<file path="src/rtl/axi_lite_reg_slave.sv">
// AXI4-Lite register bank: N_REGS 32-bit registers with byte strobes, SLVERR on
// out-of-range accesses, register contents and per-register write pulses exported.
module axi_lite_reg_slave #(
  parameter int ADDR_WIDTH = 32,
  parameter int DATA_WIDTH = 32,
  parameter int N_REGS     = 8
) (
  input  logic                         aclk,
  input  logic                         areset,
  input  logic [ADDR_WIDTH-1:0]        awaddr,
  input  logic                         awvalid,
  output logic                         awready,
  input  logic [DATA_WIDTH-1:0]        wdata,
  input  logic [DATA_WIDTH/8-1:0]      wstrb,
  input  logic                         wvalid,
  output logic                         wready,
  output logic [1:0]                   bresp,
  output logic                         bvalid,
  input  logic                         bready,
  input  logic [ADDR_WIDTH-1:0]        araddr,
  input  logic                         arvalid,
  output logic                         arready,
  output logic [DATA_WIDTH-1:0]        rdata,
  output logic [1:0]                   rresp,
  output logic                         rvalid,
  input  logic                         rready,
  output logic [DATA_WIDTH*N_REGS-1:0] reg_o,
  output logic [N_REGS-1:0]            wr_pulse_o
);

  localparam int IDX_W = (N_REGS > 1) ? $clog2(N_REGS) : 1;
  localparam int NB    = DATA_WIDTH / 8;
  localparam logic [ADDR_WIDTH-1:0] RANGE_END = ADDR_WIDTH'(4 * N_REGS);
  localparam logic [1:0] RESP_OKAY   = 2'b00;
  localparam logic [1:0] RESP_SLVERR = 2'b10;

  logic                  r_aw_held, r_w_held, r_bvalid, r_rvalid;
  logic [1:0]            r_bresp, r_rresp;
  logic [ADDR_WIDTH-1:0] r_awaddr;
  logic [DATA_WIDTH-1:0] r_wdata, r_rdata;
  logic [NB-1:0]         r_wstrb;
  logic [N_REGS-1:0]     r_wr_pulse;
  logic [DATA_WIDTH-1:0] r_regs [N_REGS];

  logic                  w_aw_hs, w_w_hs, w_b_hs, w_ar_hs, w_r_hs, w_commit;
  logic [ADDR_WIDTH-1:0] w_waddr;
  logic [DATA_WIDTH-1:0] w_wdata, w_rd_word;
  logic [NB-1:0]         w_wstrb;
  logic                  w_wr_in_range, w_rd_in_range;
  logic [IDX_W-1:0]      w_widx, w_ridx;

  // Readies derive only from held/valid state, never from the same channel's valid.
  assign awready = ~r_aw_held;
  assign wready  = ~r_w_held;
  assign arready = ~r_rvalid;
  assign bvalid  = r_bvalid;
  assign bresp   = r_bresp;
  assign rvalid  = r_rvalid;
  assign rresp   = r_rresp;
  assign rdata   = r_rdata;
  assign wr_pulse_o = r_wr_pulse;

  assign w_aw_hs  = awvalid & ~r_aw_held;
  assign w_w_hs   = wvalid & ~r_w_held;
  assign w_b_hs   = r_bvalid & bready;
  assign w_ar_hs  = arvalid & ~r_rvalid;
  assign w_r_hs   = r_rvalid & rready;
  assign w_commit = (r_aw_held | w_aw_hs) & (r_w_held | w_w_hs) & ~r_bvalid;

  assign w_waddr = r_aw_held ? r_awaddr : awaddr;
  assign w_wdata = r_w_held  ? r_wdata  : wdata;
  assign w_wstrb = r_w_held  ? r_wstrb  : wstrb;
  assign w_wr_in_range = (w_waddr < RANGE_END);
  assign w_rd_in_range = (araddr < RANGE_END);
  assign w_widx = w_waddr[2 +: IDX_W];
  assign w_ridx = araddr[2 +: IDX_W];

  genvar g;
  generate
    for (g = 0; g < N_REGS; g++) begin : g_reg_out
      assign reg_o[g*DATA_WIDTH +: DATA_WIDTH] = r_regs[g];
    end
  endgenerate

  always_comb begin
    w_rd_word = '0;
    for (int k = 0; k < N_REGS; k++) begin
      if (w_ridx == IDX_W'(k)) begin
        w_rd_word = r_regs[k];
      end else begin
        w_rd_word = w_rd_word;
      end
    end
  end

  // Write channel: capture AW/W independently, commit once both are present.
  always_ff @(posedge aclk or posedge areset) begin
    if (areset) begin
      r_aw_held  <= 1'b0;
      r_w_held   <= 1'b0;
      r_awaddr   <= '0;
      r_wdata    <= '0;
      r_wstrb    <= '0;
      r_bvalid   <= 1'b0;
      r_bresp    <= RESP_OKAY;
      r_wr_pulse <= '0;
      for (int k = 0; k < N_REGS; k++) r_regs[k] <= '0;
    end else begin
      r_wr_pulse <= '0;
      if (w_b_hs) begin
        r_aw_held <= 1'b0;
        r_w_held  <= 1'b0;
        r_bvalid  <= 1'b0;
      end else begin
        if (w_aw_hs) begin
          r_aw_held <= 1'b1;
          r_awaddr  <= awaddr;
        end
        if (w_w_hs) begin
          r_w_held <= 1'b1;
          r_wdata  <= wdata;
          r_wstrb  <= wstrb;
        end
        if (w_commit) begin
          r_bvalid <= 1'b1;
          r_bresp  <= w_wr_in_range ? RESP_OKAY : RESP_SLVERR;
          for (int k = 0; k < N_REGS; k++) begin
            if (w_wr_in_range && (w_widx == IDX_W'(k))) begin
              r_wr_pulse[k] <= 1'b1;
              for (int b = 0; b < NB; b++) begin
                if (w_wstrb[b]) r_regs[k][b*8 +: 8] <= w_wdata[b*8 +: 8];
              end
            end
          end
        end
      end
    end
  end

  // Read channel: data is sampled at the AR edge, so a same-edge write is not seen.
  always_ff @(posedge aclk or posedge areset) begin
    if (areset) begin
      r_rvalid <= 1'b0;
      r_rdata  <= '0;
      r_rresp  <= RESP_OKAY;
    end else if (w_ar_hs) begin
      r_rvalid <= 1'b1;
      r_rdata  <= w_rd_in_range ? w_rd_word : '0;
      r_rresp  <= w_rd_in_range ? RESP_OKAY : RESP_SLVERR;
    end else if (w_r_hs) begin
      r_rvalid <= 1'b0;
    end else begin
      r_rvalid <= r_rvalid;
    end
  end

endmodule

</file>
<file path="config.mk">
export PLATFORM = sky130hd
export DESIGN_NAME = axi_lite_reg_slave
export DESIGN_NICKNAME = d
export VERILOG_FILES = /design/src/rtl/axi_lite_reg_slave.sv
export SDC_FILE = /design/constraint.sdc
export NUM_CORES = 1
export LEC_CHECK = 0
export BUFFER_PORTS_ARGS = -buffer_cell sky130_fd_sc_hd__buf_4
export CORE_AREA = 10 10 189 191
export DETAILED_ROUTE_END_ITERATION = 10
export DIE_AREA = 0 0 199 201
export PLACE_DENSITY = 0.8
export SETUP_SLACK_MARGIN = 0.1
export SLEW_MARGIN = 40
export SYNTH_ARGS = -nofsm -noshare
export SYNTH_HDL_FRONTEND = slang
export SYNTH_SLANG_ARGS = --single-unit
</file>
<file path="constraint.sdc">
create_clock -name aclk -period 12.55 [get_ports aclk]
set_clock_uncertainty 0.2 [all_clocks]
set_input_delay 0 -clock aclk [delete_from_list [all_inputs] [get_ports aclk]]
set_output_delay 0 -clock aclk [all_outputs]
set_load 0.005 [all_outputs]
</file>
[After elaboration in Yosys (flattened, before gate mapping)]
Index checks and enable logic that the tools add are counted.
Operators by class
  magnitude comparators: 2
  equality and inequality tests: 14
  multiplexer cells: 32
  bitwise logic cells: 14
  reductions and logical operators: 49
Operators by type and width (number)
  two-way mux 32 bit: 11
  AND reduction 4 bit: 32
  less-than comparator 32 x 6 -> 1 bit (second input constant): 2
  equality test 3 bit (second input constant): 8
  two-way mux 1 bit: 16
  two-way mux 8 bit: 2
  equality test 3 x 2 -> 1 bit (second input constant): 4
  logical AND 1 bit: 8
  nonzero test 2 bit: 4
  bitwise AND 1 bit: 7
  equality test 3 x 1 -> 1 bit (second input constant): 2
  zero test 3 bit: 2
  AND reduction 2 bit: 3
  inverter 1 bit: 5
  two-way mux 2 bit: 2
  two-way mux 4 bit: 1
  OR 1 bit: 2
Storage, ports and cells
  flip-flop bits (word level): 372
  bits of input ports: 107
  output and inout port bits: 305
  word-level logic and storage cells: 154

[Depth between registers and ports, before layout]
Gate-level depths: netlist (run 1).
  word-level depth: 10
  mapped depth: 8
  depth with buffers taken out: 5

[Worst setup path after synthesis (run 1)]
Ideal clock, no wire load.
  path type: register -> register
  start: register r_awaddr[19]
  end: register r_regs (netlist bit reg_o[40])
  library setup time: 0.128 ns
  data arrival time: 2.381 ns
  required time: 12.222 ns
  path slack: 9.841 ns
  cell stages (with the launch flop): 8
  path buffers: 2
  clock period less this slack: 2.709 ns
  cell sequence: dfrtp_1 > or4_1 > nor4b_4 > o221a_2 > buf_4 > buf_6 > nand4_4 > mux2_1
Between the ends
  longest elaborated chain between the ends: 4
RTL lines
  start, declared: RTL line 39  | logic [ADDR_WIDTH-1:0] r_awaddr;
  start signal, assigned: RTL line 117  | r_awaddr <= awaddr;
  two-way mux 32 bit: RTL line 70  | assign w_waddr = r_aw_held ? r_awaddr : awaddr;
  less-than comparator 32 x 6 -> 1 bit: RTL line 73  | assign w_wr_in_range = (w_waddr < RANGE_END);
  logical AND 1 bit: RTL line 128  | if (w_wr_in_range && (w_widx == IDX_W'(k))) begin
  AND reduction 4 bit (no source line)
  end signal, assigned by index: RTL line 131  | if (w_wstrb[b]) r_regs[k][b*8 +: 8] <= w_wdata[b*8 +: 8];
  end, declared: RTL line 43  | logic [DATA_WIDTH-1:0] r_regs [N_REGS];
Every way passes these cells.
A chain may end at the register's enable or synchronous reset.

[Worst setup path after layout (run 1)]
  start: register r_aw_held
  end: register r_regs (netlist bit reg_o[14])
Between the ends
  longest elaborated chain between the ends: 6
  elaborated cells between the ends (all ways): 10
  classes of those cells: order compare: 1; mux: 1; bitwise: 5; reduce/logical: 3
RTL lines
  start, declared: RTL line 37  | logic r_aw_held, r_w_held, r_bvalid, r_rvalid;
  start signal, assigned: RTL line 99  | r_aw_held <= 1'b0;
  start signal, assigned: RTL line 111  | r_aw_held <= 1'b0;
  start signal, assigned: RTL line 116  | r_aw_held <= 1'b1;
  parallel branches: the longest is 5 deep, another holds less-than comparator 32 x 6 -> 1 bit
  AND reduction 4 bit (no source line) *
Mark *: on every way between the ends.

==> metrics.csv, run 1 <==
stage;metric;value;unit
yosys;Seq cells post-synth;368;
clock_tree;CTS Buffer Depth;3;
floorplan;die area;40000;um^2
yosys;register area share after synthesis;0.542;
clock_tree;Num CTS Buffers;40;
sta;Achievable Freq;239;MHz
floorplan;Starting Density;0.530;
worst_setup_path;Crit Path Category;register to register;
yosys;Post-synth ARST share;1.00;
detailed_routing;antenna-violating nets left;0;
sta;relative slew slack;0.418;
power_and_ir_drop;Switching Share;0.292;
detailed_routing;Routed WL per cell;26.5;um
power_and_ir_drop;P_int;0.00227;W
layout;fraction of layout cells with a size suffix above 1;0.474;
worst_setup_path;Crit path required time;12750;ps
yosys;share of the synthesized area in the top cell type;0.542;
floorplan;row cnt;66;
layout;filler instances;2119;
worst_setup_path;Worst path slowest cell;dfrtp_1;
detailed_routing;met2 WL;29100;um
worst_hold_path;Hold Crit Class;primary input to register;
grt;vias in the first global route;14500;
power_and_ir_drop;PD cells;141;nW/um^2
sta;RSZ-0062 raised after global routing;false;
clock_tree;Worst-Skew Late Latency;530;ps
sta;Slew Viols, Final;0;
power_and_ir_drop;Tot Pwr;0.00321;W
power_and_ir_drop;Clock power frac;0.364;
power_and_ir_drop;Comb power frac;0.206;
clock_tree;H-tree Lvls;2;
worst_hold_path;Hold Path Stages;3;
detailed_routing;routed vias/inst;6.08;
yosys;Synth warnings;0;
floorplan;Chip Height;201;um
detailed_routing;Pre-Repair DR Iteration Count;5;
yosys;top cell type by total area after synthesis;dfrtp_1;
yosys;Synth area leaders;dfrtp_1 54%, mux2_2 23%, mux2i_1 3.9%;
sta;crit share post-route;0.334;
detailed_routing;WL met3;6040;um
grt;first-pass GRT wire length;89000;um
worst_setup_path;Crit. End Element;register;
yosys;dominant synthesized flop cell;dfrtp_1;
worst_setup_path;Crit Path Max Fanout;20;
power_and_ir_drop;Leakage Power;11.6;nW
clock_tree;CTS tree;built;
worst_setup_path;worst path cell trace;inv_1 -> nor4b_4 -> o221a_2 -> nand4_1 -> mux2_2;
sta;setup TNS;0;ps
clock_tree;Reg clk slew, reported paths;60;ps
floorplan;Die X;199;um
place;DP HPWL;40000;um
floorplan;Ports;412;
sta;minimum clock period;4190;ps
grt;initial antenna violation count;2;
detailed_routing;met1 wire length;21700;um
worst_setup_path;critical path data arrival time;4380;ps
worst_setup_path;Critical Path Source Type;register;
worst_setup_path;Worst path max stage delay;870;ps
yosys;average cell area after synthesis;12.8;um^2
power_and_ir_drop;Flop pwr share;0.430;
detailed_routing;Max Used Layer;met4;
power_and_ir_drop;switching pwr;0.000937;W
clock_tree;CTS resizes;0;
worst_setup_path;worst r2r path cells;5;
layout;nets;1910;
grt;GRT overflow;0;
run_status;status;finished, final reports clean;
detailed_routing;WL final;59300;um
clock_tree;Root Buffer;clkbuf_16;
yosys;Post-Synthesis Cells;1325;
grt;all-layer global routing usage;0.287;
worst_setup_path;Worst R2R Setup Slack;8360;ps
detailed_routing;DRC violations left;0;
yosys;EDFF count, synth;0;
sta;count of final setup violators;0;
layout;Layout area overhead;33.8;%
clock_tree;clk sinks;368;
sta;Hold WS;66.2;ps
run;Max Cap Viol;0;
place;Port Buffers;405;
sta;Hold Violations, Final;0;
sta;Worst Tran Pin Value;873;ps
yosys;synthesized cell area;17000;um^2
place;final RePlAce weighted congestion;0.869;
detailed_routing;DR iter-0 viols;990;
grt;pin count of the biggest net entering global routing;124;
yosys;synth unique cells;50;
floorplan;area of the core;32000;um^2
power_and_ir_drop;VDD IR max;0.000145;V
detailed_routing;via count;13600;
-- logic make-up (layout without fill, tap and decap cells) --
kind of cell	count (synthesis)	count (layout)	synth area share
flops	368	368	0.542
buf+inv	80	584	0.0191
other cells	1	4	0.000221
compound gates	245	245	0.0856
simple gates	209	209	0.0778
mux	422	422	0.275
-- worst max-delay path, delay by kind of cell, from the launching register on --
kind / cells / cell delay [ps]
muxes: 1 / 540
and+or+nand+nor: 2 / 1380
DFF: 1 / 870
AOI/OAI and AO/OA: 1 / 770
buffers and inverters: 1 / 290
-- power groups by stage --
stage / Combinational [W] / Sequential (W) / Clock (W)
after floorplan: 0.000425 / 0.00136 / 0
after global placement: 0.000585 / 0.00138 / 0
after detailed placement: 0.000615 / 0.00139 / 0
after CTS: 0.000648 / 0.00137 / 0.00118
after global routing: 0.000709 / 0.00139 / 0.00123
final: 0.000660 / 0.00138 / 0.00117
-- stage by stage --
stage / utilization / setup WS (ps) / cells / cell area, um^2
after floorplan: - / 2130 / 1326 / 17000
after global placement: 0.636 / 8660 / 2078 / 20400
after detailed placement: 0.641 / 8510 / 2083 / 20500
after CTS: 0.707 / 8450 / 2234 / 22600
after global routing: 0.709 / 8190 / 2240 / 22700
final: 0.709 / 8360 / 2240 / 22700
-- per-layer routing --
metal	vias up	track usage
met5	-	0
met4	0	0.116
met3	160	0.0889
met2	692	0.482
met1	6945	0.334
li1	5833	-
-- area by class of cell --
cell class | instances | area [um^2] | share of cell area
multi-input cells | 878 | 7550 | 0.332
clock buffers | 62 | 1170 | 0.0517
diodes | 2 | 5.00 | 0.000220
flip-flops and latches | 368 | 9210 | 0.406
repair buffers | 507 | 4110 | 0.181
well taps | 408 | 510 | 0.0225
inverters | 8 | 42.5 | 0.00187
clock inverters | 7 | 110 | 0.00485
-- synthesized netlist by cell type (2+ instances only) --
cell type,n
or3_1,31
a21oi_1,95
o21a_1,4
nor3_1,6
nor3_2,9
a21o_1,31
nand2b_1,5
and3_1,5
dfrtp_1,368
buf_2,4
nor2b_1,2
nor2_1,28
a211oi_1,2
nand4_4,7
mux2_1,10
o221a_2,2
o21ai_1,5
mux2_2,346
clkbuf_1,48
mux2i_1,66
nand2_1,68
a22o_1,2
nand4_1,7
o21ai_0,64
nand3_1,7
buf_1,16
buf_4,3
or4_1,5
o31ai_1,30
inv_1,8
nand4_2,5
nor4_1,14
nor4b_4,5
-- flip-flops by register name, summed over array words and instances (netlist names), 4 cells and up --
register,flops
rdata,32
r_wdata,32
r_awaddr,30
reg_o,256
r_wstrb,4
wr_pulse_o,8
-- path summary, 6_finish.rpt --
| check | start | endpoint |
|---|---|---|
| setup / recovery | r_aw_held$_DFFE_PP0P_ | reg_o[14]$_DFFE_PP0P_ |
| hold / removal | wdata[9] | r_wdata[9]$_DFFE_PP0P_ |
| setup reg to reg | r_aw_held$_DFFE_PP0P_ | reg_o[14]$_DFFE_PP0P_ |
| hold reg to reg | rdata[6]$_DFFE_PP0P_ | rdata[6]$_DFFE_PP0P_ |
| max in group asynchronous | areset | reg_o[211]$_DFFE_PP0P_ |
| min in group asynchronous | areset | r_wdata[27]$_DFFE_PP0P_ |
-- placed cells by master, fill, tap and decap left out, types with 28 or more instances in the layout --
cell,instances
a21o_1,31
a21oi_1,94
buf_4,414
clkbuf_16,41
dfrtp_1,367
dlygate4sd3_1,83
mux2_2,346
mux2i_1,65
nand2_1,67
nor2_1,28
o21ai_0,64
o31ai_1,30
or3_1,31
-- repair_timing --
item / 4_1_cts / 5_1_grt
setup buffers: 0 / 0
hold buffers: 82 / 1
hold endpoints to repair: 488 / 24
(Power assumes the default switching activity.)
==> inputs of run 2 (changes only) <==
- ABC_AREA: not set -> 1
- CORE_AREA: 10 10 189 191 -> 10 10 204 206
- DIE_AREA: 0 0 199 201 -> 0 0 214 216
- PLACE_DENSITY: 0.8 -> 0.77
- clock period: 12.55 -> 3.36 ns (I/O delays scaled with it)
==> metrics.csv, run 2 <==
stage;metric;value;unit;change
layout;fin cells;3323;;was 2240
power_and_ir_drop;Switching Share;0.381;;was 0.292
worst_setup_path;Critical Path Source Type;register;;unchanged
yosys;top cell type by total area after synthesis;dfrtp_1;;unchanged
layout;antenna cells;0;;was 2
grt;first-pass GRT wire length;106000;um;was 89000 um
sta;relative slew slack;0.395;;was 0.418
detailed_routing;WL final;68200;um;was 59300 um
yosys;EDFF count, synth;0;;unchanged
place;Port Buffers;405;;unchanged
layout;utilization after layout;0.657;;was 0.709
yosys;most frequent cells after synthesis;951 x nand2_1, 368 x dfrtp_1, 267 x nand4_1, 128 x nor2_1, 103 x nand3_1;;was 368 x dfrtp_1, 346 x mux2_2, 95 x a21oi_1, 68 x nand2_1, 66 x mux2i_1
worst_setup_path;Crit Path Max Fanout;32;;was 20
clock_tree;clk sinks;368;;unchanged
yosys;Post-synth ARST share;1.00;;unchanged
worst_setup_path;worst path cell trace;inv_2 -> or2_1 -> o21ai_2 -> inv_2 -> nor2_4 -> nand2_4 -> nor2_4 -> nand4_1 -> nand2_1;;was inv_1 -> nor4b_4 -> o221a_2 -> nand4_1 -> mux2_2
yosys;Seq cells post-synth;368;;unchanged
floorplan;Ports;412;;unchanged
grt;GRT overflow;0;;unchanged
power_and_ir_drop;Comb power frac;0.314;;was 0.206
floorplan;row cnt;71;;was 66
worst_setup_path;Worst path max stage delay;620;ps;was 870 ps
detailed_routing;Pre-Repair DR Iteration Count;6;;was 5
sta;Worst Tran Pin Value;902;ps;was 873 ps
floorplan;Die X;214;um;was 199 um
worst_setup_path;Worst Path Buf+Inv;2;;was 1
grt;all-layer global routing usage;0.285;;was 0.287
clock_tree;CTS resizes;0;;unchanged
place;Cells after DPL;3149;;was 2083
run;Max Cap Viol;0;;unchanged
power_and_ir_drop;VDD IR max;0.000520;V;was 0.000145 V
detailed_routing;via count;18600;;was 13600
layout;fraction of layout cells with a size suffix above 1;0.245;;was 0.474
worst_setup_path;Crit Path Category;register to register;;unchanged
power_and_ir_drop;P_int;0.00870;W;was 0.00227 W
layout;most frequent cells in the layout;950 x nand2_1, 442 x buf_4, 367 x dfrtp_1;;was 414 x buf_4, 367 x dfrtp_1, 346 x mux2_2
clock_tree;CTS Buffer Depth;3;;unchanged
power_and_ir_drop;Leakage Power;13.6;nW;was 11.6 nW
grt;initial antenna violation count;0;;was 2
sta;fin worst setup slack;495;ps;was 8360 ps
sta;Slew Viols, Final;0;;unchanged
yosys;share of the synthesized area in the top cell type;0.495;;was 0.542
power_and_ir_drop;Clock power frac;0.324;;was 0.364
layout;max reg flops;256;;unchanged
detailed_routing;DR iter-0 viols;1737;;was 990
layout;Layout area overhead;32.1;%;was 33.8%
worst_setup_path;Crit path required time;3650;ps;was 12750 ps
yosys;synthesized cell area;18600;um^2;was 17000 um^2
sta;minimum clock period;2860;ps;was 4190 ps
worst_setup_path;Worst path slowest cell;dfrtp_1;;unchanged
clock_tree;Reg clk slew, reported paths;60;ps;about the same
clock_tree;Num CTS Buffers;41;;was 40
worst_hold_path;Hold Crit Class;primary input to register;;unchanged
floorplan;die area;46200;um^2;was 40000 um^2
detailed_routing;DRC violations left;0;;unchanged
layout;filler instances;3048;;was 2119
place;DP HPWL;48200;um;was 40000 um
detailed_routing;antenna-violating nets left;0;;unchanged
run_status;status;finished, final reports clean;;unchanged
sta;count of final setup violators;0;;unchanged
power_and_ir_drop;Flop pwr share;0.362;;was 0.430
sta;crit share post-route;0.853;;was 0.334
sta;Achievable Freq;349;MHz;was 239 MHz
sta;Hold Violations, Final;0;;unchanged
power_and_ir_drop;PD cells;572;nW/um^2;was 141 nW/um^2
clock_tree;Worst-Skew Late Latency;570;ps;was 530 ps
clock_tree;H-tree Lvls;2;;unchanged
yosys;synth unique cells;30;;was 50
detailed_routing;Routed WL per cell;20.5;um;was 26.5 um
layout;nets;2889;;was 1910
place;dpl ws;708;ps;was 8510 ps
floorplan;Chip Height;216;um;was 201 um
layout;most common cell after layout, fill and taps aside;nand2_1;;was buf_4
yosys;dominant synthesized flop cell;dfrtp_1;;unchanged
worst_setup_path;critical path data arrival time;3160;ps;was 4380 ps
yosys;average cell area after synthesis;7.98;um^2;was 12.8 um^2
floorplan;Starting Density;0.497;;was 0.530
yosys;Synth area leaders;dfrtp_1 49%, nand2_1 19%, nand4_1 9.0%;;was dfrtp_1 54%, mux2_2 23%, mux2i_1 3.9%
worst_setup_path;Crit. End Element;register;;unchanged
sta;RSZ-0062 raised after global routing;false;;unchanged
power_and_ir_drop;switching pwr;0.00535;W;was 0.000937 W
worst_setup_path;critical path's top delay family;simple AND/OR/NAND/NOR gates;;unchanged
detailed_routing;routed vias/inst;5.58;;was 6.08
yosys;most numerous cell in the Yosys netlist;nand2_1;;was dfrtp_1
sta;setup TNS;0;ps;unchanged
grt;vias in the first global route;17700;;was 14500
yosys;Synth warnings;0;;unchanged
yosys;register area share after synthesis;0.495;;was 0.542
floorplan;area of the core;37400;um^2;was 32000 um^2
clock_tree;Root Buffer;clkbuf_16;;unchanged
grt;pin count of the biggest net entering global routing;101;;was 124
clock_tree;CTS tree;built;;unchanged
clock_tree;setup bufs post-CTS;0;;unchanged
yosys;Post-Synthesis Cells;2332;;was 1325
place;final RePlAce weighted congestion;0.892;;was 0.869
run 2: changes by cell type after synthesis, sizes merged, moves of 97 or more:
cell	before	now
mux2	356	18
nand4	19	295
nor2	28	140
nand2	68	952
nand3	7	104
inv	8	106
run 2: path summary, 6_finish.rpt:
path | slack [ps] | from | endpoint | cells past startpoint
min in group asynchronous | 520 | areset | reg_o[187]$_DFFE_PP0P_ | 4
max reg2reg | 500 | r_aw_held$_DFFE_PP0P_ | reg_o[138]$_DFFE_PP0P_ | 9
max | 500 | r_aw_held$_DFFE_PP0P_ | reg_o[138]$_DFFE_PP0P_ | 9
min | 30 | araddr[31] | rdata[18]$_DFFE_PP0P_ | 9
min reg2reg | 280 | rdata[5]$_DFFE_PP0P_ | rdata[5]$_DFFE_PP0P_ | 2
max in group asynchronous | 1430 | areset | reg_o[249]$_DFFE_PP0P_ | 5
run 2: stage by stage:
step	power (W)	hold slack [ps]	cell area, um^2
global placement	0.00886	-44.4	22100
detailed placement	0.00902	-46.8	22100
floorplan	0.00779	-104	18600
global route	0.0146	73.8	24600
CTS	0.0138	17.3	24500
finish	0.0141	33.2	24600
run 2: layout make-up:
class / instances / area [um^2] / area share
clock buffer: 62 / 1240 / 0.0504
clock inverter: 11 / 115 / 0.00469
inverter: 107 / 414 / 0.0169
multi-input combinational: 1708 / 8370 / 0.341
sequential: 368 / 9210 / 0.375
tap: 511 / 639 / 0.0260
timing repair buffer: 556 / 4580 / 0.186
run 2: metal layers:
| layer | vias up | routed length (um) | GRT usage |
|---|---|---|---|
| met5 | - | 0 | 0 |
| met2 | 969 | 31000 | 0.442 |
| met4 | 0 | 2220 | 0.0876 |
| met1 | 8860 | 28800 | 0.385 |
| met3 | 125 | 6250 | 0.0750 |
| li1 | 8598 | - | - |
run 2: worst min-delay path, stage by stage:
cell	delay [ps]
buf_4	80
nor2_1	30
nand2_1	40
nor2_1	30
nand4_1	80
buf_4	330
nor2_1	70
nand2_1	50
nand2_1	40
run 2: timing repair:
action	in CTS	in global routing
setup endpoints to repair	0	0
hold buffers	100	0
hold endpoints to repair	694	0
run 2: cell families (layout without fill, tap and decap cells):
logic type | count (synthesis) | in the layout | share of synthesized area
and+or+nand+nor | 1567 | 1567 | 0.398
DFF | 368 | 368 | 0.495
buffers and inverters | 257 | 736 | 0.0615
AOI/OAI and AO/OA | 121 | 121 | 0.0341
muxes | 18 | 18 | 0.0109
other | 1 | 2 | 0.000202
run 2: power by group through the flow:
stage                     Sequential (W)  Combinational (W)  Clock [W]
after floorplan                  0.00507            0.00272          0
final                            0.00509            0.00441    0.00455
after global placement           0.00511            0.00375          0
after detailed placement         0.00513            0.00389          0
after CTS                        0.00505            0.00416    0.00459
after global routing             0.00513            0.00473    0.00477
==> inputs of run 3 (changes only) <==
- BUFFER_PORTS_ARGS: -buffer_cell sky130_fd_sc_hd__buf_4 -> not set
- CORE_AREA: 10 10 204 206 -> 2 2 183 185
- CTS_CLUSTER_DIAMETER: not set -> 200
- DIE_AREA: 0 0 214 216 -> 0 0 185 187
- DONT_BUFFER_PORTS: not set -> 1
- PLACE_DENSITY: 0.77 -> 0.75
==> metrics.csv, run 3 (synthesis results as in run 2) <==
stage;metric;value;unit;change
layout;most common cell after layout, fill and taps aside;nand2_1;;unchanged
detailed_routing;via count;17500;;was 18600
floorplan;Chip Height;187;um;was 216 um
grt;vias in the first global route;16700;;was 17700
detailed_routing;Routed WL per cell;21.6;um;was 20.5 um
grt;pin count of the biggest net entering global routing;86;;was 101
worst_setup_path;Crit path required time;3600;ps;was 3650 ps
worst_setup_path;Crit Path Max Fanout;37;;was 32
sta;count of final setup violators;0;;unchanged
place;dpl cell area;19100;um^2;was 22100 um^2
clock_tree;CTS tree;built;;unchanged
detailed_routing;DR iter-0 viols;1969;;was 1737
layout;Layout area overhead;18.4;%;was 32.1%
worst_hold_path;Hold Crit Class;primary input to register;;unchanged
detailed_routing;Pre-Repair DR Iteration Count;7;;was 6
layout;nets;2537;;was 2889
sta;relative slew slack;0.417;;was 0.395
clock_tree;Num CTS Buffers;40;;was 41
sta;Slew Viols, Final;0;;unchanged
worst_hold_path;Hold Crit Endpoint;r_wstrb[1]$_DFFE_PP0P_;;was rdata[18]$_DFFE_PP0P_
power_and_ir_drop;PD cells;646;nW/um^2;was 572 nW/um^2
sta;crit share post-route;0.929;;was 0.853
place;DP HPWL;41900;um;was 48200 um
detailed_routing;routed vias/inst;6.00;;was 5.58
grt;initial antenna violation count;3;;was 0
sta;Hold Violations, Final;0;;unchanged
floorplan;Die X;185;um;was 214 um
sta;RSZ-0062 raised after global routing;false;;unchanged
worst_setup_path;Crit Path Category;register to register;;unchanged
clock_tree;clk sinks;368;;unchanged
worst_setup_path;worst r2r src;r_aw_held$_DFFE_PP0P_;;unchanged
power_and_ir_drop;Tot Pwr;0.0142;W;was 0.0141 W
layout;most frequent cells in the layout;950 x nand2_1, 367 x dfrtp_1, 267 x nand4_1;;was 950 x nand2_1, 442 x buf_4, 367 x dfrtp_1
detailed_routing;DRC violations left;0;;unchanged
floorplan;die area;34600;um^2;was 46200 um^2
grt;all-layer global routing usage;0.361;;was 0.285
clock_tree;H-tree Lvls;2;;unchanged
detailed_routing;WL final;62800;um;was 68200 um
sta;Worst Tran Pin Value;869;ps;was 902 ps
floorplan;Ports;412;;unchanged
worst_setup_path;worst r2r path cells;12;;was 9
worst_hold_path;start point of the worst hold path;wstrb[1];;was araddr[31]
grt;GRT overflow;0;;unchanged
worst_setup_path;Crit. End Element;register;;unchanged
layout;max reg flops;256;;unchanged
worst_setup_path;Critical Path Source Type;register;;unchanged
worst_hold_path;Hold Path Stages;3;;was 9
sta;Achievable Freq;321;MHz;was 349 MHz
run_status;status;finished, final reports clean;;unchanged
run;Max Cap Viol;0;;unchanged
sta;minimum clock period;3120;ps;was 2860 ps
place;final RePlAce weighted congestion;0.894;;was 0.892
layout;fraction of layout cells with a size suffix above 1;0.115;;was 0.245
layout;fin area;22000;um^2;was 24600 um^2
clock_tree;CTS Buffer Depth;3;;unchanged
power_and_ir_drop;VDD IR max;0.000662;V;was 0.000520 V
power_and_ir_drop;Leakage Power;11.7;nW;was 13.6 nW
clock_tree;Worst-Skew Late Latency;570;ps;about the same
place;Port Buffers;0;;was 405
worst_setup_path;r2r endpoint;reg_o[14]$_DFFE_PP0P_;;was reg_o[138]$_DFFE_PP0P_
clock_tree;setup bufs post-CTS;0;;unchanged
clock_tree;Root Buffer;clkbuf_16;;unchanged
floorplan;Starting Density;0.566;;was 0.497
detailed_routing;antenna-violating nets left;0;;unchanged
worst_setup_path;critical path data arrival time;3360;ps;was 3160 ps
clock_tree;Reg clk slew, reported paths;60;ps;about the same
grt;first-pass GRT wire length;97300;um;was 106000 um
floorplan;row cnt;67;;was 71
worst_setup_path;Worst R2R Setup Slack;240;ps;was 500 ps
floorplan;area of the core;32900;um^2;was 37400 um^2
[run 3: cell count changes in the layout (fill, tap and decap cells not counted), sizes merged, moves of 2 or more]
cell,before,now
bufinv,2,5
buf,456,57
diode,0,3
dlygate4sd3,100,148
clkbuf,62,60
[run 3: metal layers]
layer  global-route usage  part of all wire  up-vias
met5                    0                 0        -
met4                0.157             0.049        0
met3                0.111              0.12      188
met2                0.550              0.45     1093
met1                0.479              0.39     8308
li1                     -                 -     7887
[run 3: worst max path at each step]
stage	from	endpoint	slack, ps	depth (start not counted)
after floorplan	areset	bresp[1]$_DFFE_PP0P_	-1780	1
after CTS	r_aw_held$_DFFE_PP0P_	r_awaddr[23]$_DFFE_PP0P_	310	7
final	r_aw_held$_DFFE_PP0P_	reg_o[14]$_DFFE_PP0P_	240	12
after global placement	r_aw_held$_DFFE_PP0P_	reg_o[28]$_DFFE_PP0P_	740	12
after global routing	r_aw_held$_DFFE_PP0P_	reg_o[14]$_DFFE_PP0P_	130	12
after detailed placement	r_aw_held$_DFFE_PP0P_	reg_o[14]$_DFFE_PP0P_	630	12
[run 3: power breakdown]
part           switching, W  internal (W)  total (W)
clock network       0.00188       0.00283    0.00471
logic               0.00325       0.00114    0.00438
registers          0.000289       0.00484    0.00513
total               0.00541       0.00881     0.0142
[run 3: worst max-delay path, cell delays in order (launching register included)]
cell     delay (ps)
dfrtp_1         610
inv_2           190
nor2_1          180
nand2_1         130
nor2_1          170
nand2_1         110
nand2_1         160
inv_2            90
nor2_8          120
buf_12          310
nand4_1         410
nand2_1         190
nand2_1          60
[run 3: final cells by class]
| class | instances | area (um^2) |
|---|---|---|
| timing repair buffer | 205 | 2080 |
| clock inverter | 13 | 201 |
| inverter | 107 | 414 |
| antenna | 3 | 7.51 |
| multi-input combinational | 1708 | 8370 |
| tap | 448 | 561 |
| fill | 2622 | 10800 |
| clock buffer | 60 | 1190 |
| sequential | 368 | 9210 |
[run 3: per-stage QoR]
stage / worst slack (ps) / utilization / TNS (ps) / hold WS, ps / cells
after CTS: 312 / 0.668 / 0 / 0.519 / 2908
after floorplan: -1780 / - / -654370 / -104 / 2333
final: 240 / 0.670 / 0 / 34.4 / 2912
after detailed placement: 633 / 0.581 / 0 / -283 / 2687
after global routing: 133 / 0.670 / 0 / 45.4 / 2912
after global placement: 740 / 0.579 / 0 / -96.4 / 2684
[run 3: what timing repair did]
item                                    4_1_cts  5_1_grt
endpoints found under the setup margin        0        1
gates resized for setup                       0        1
endpoints found under the hold margin       736        0
hold buffers                                148        0
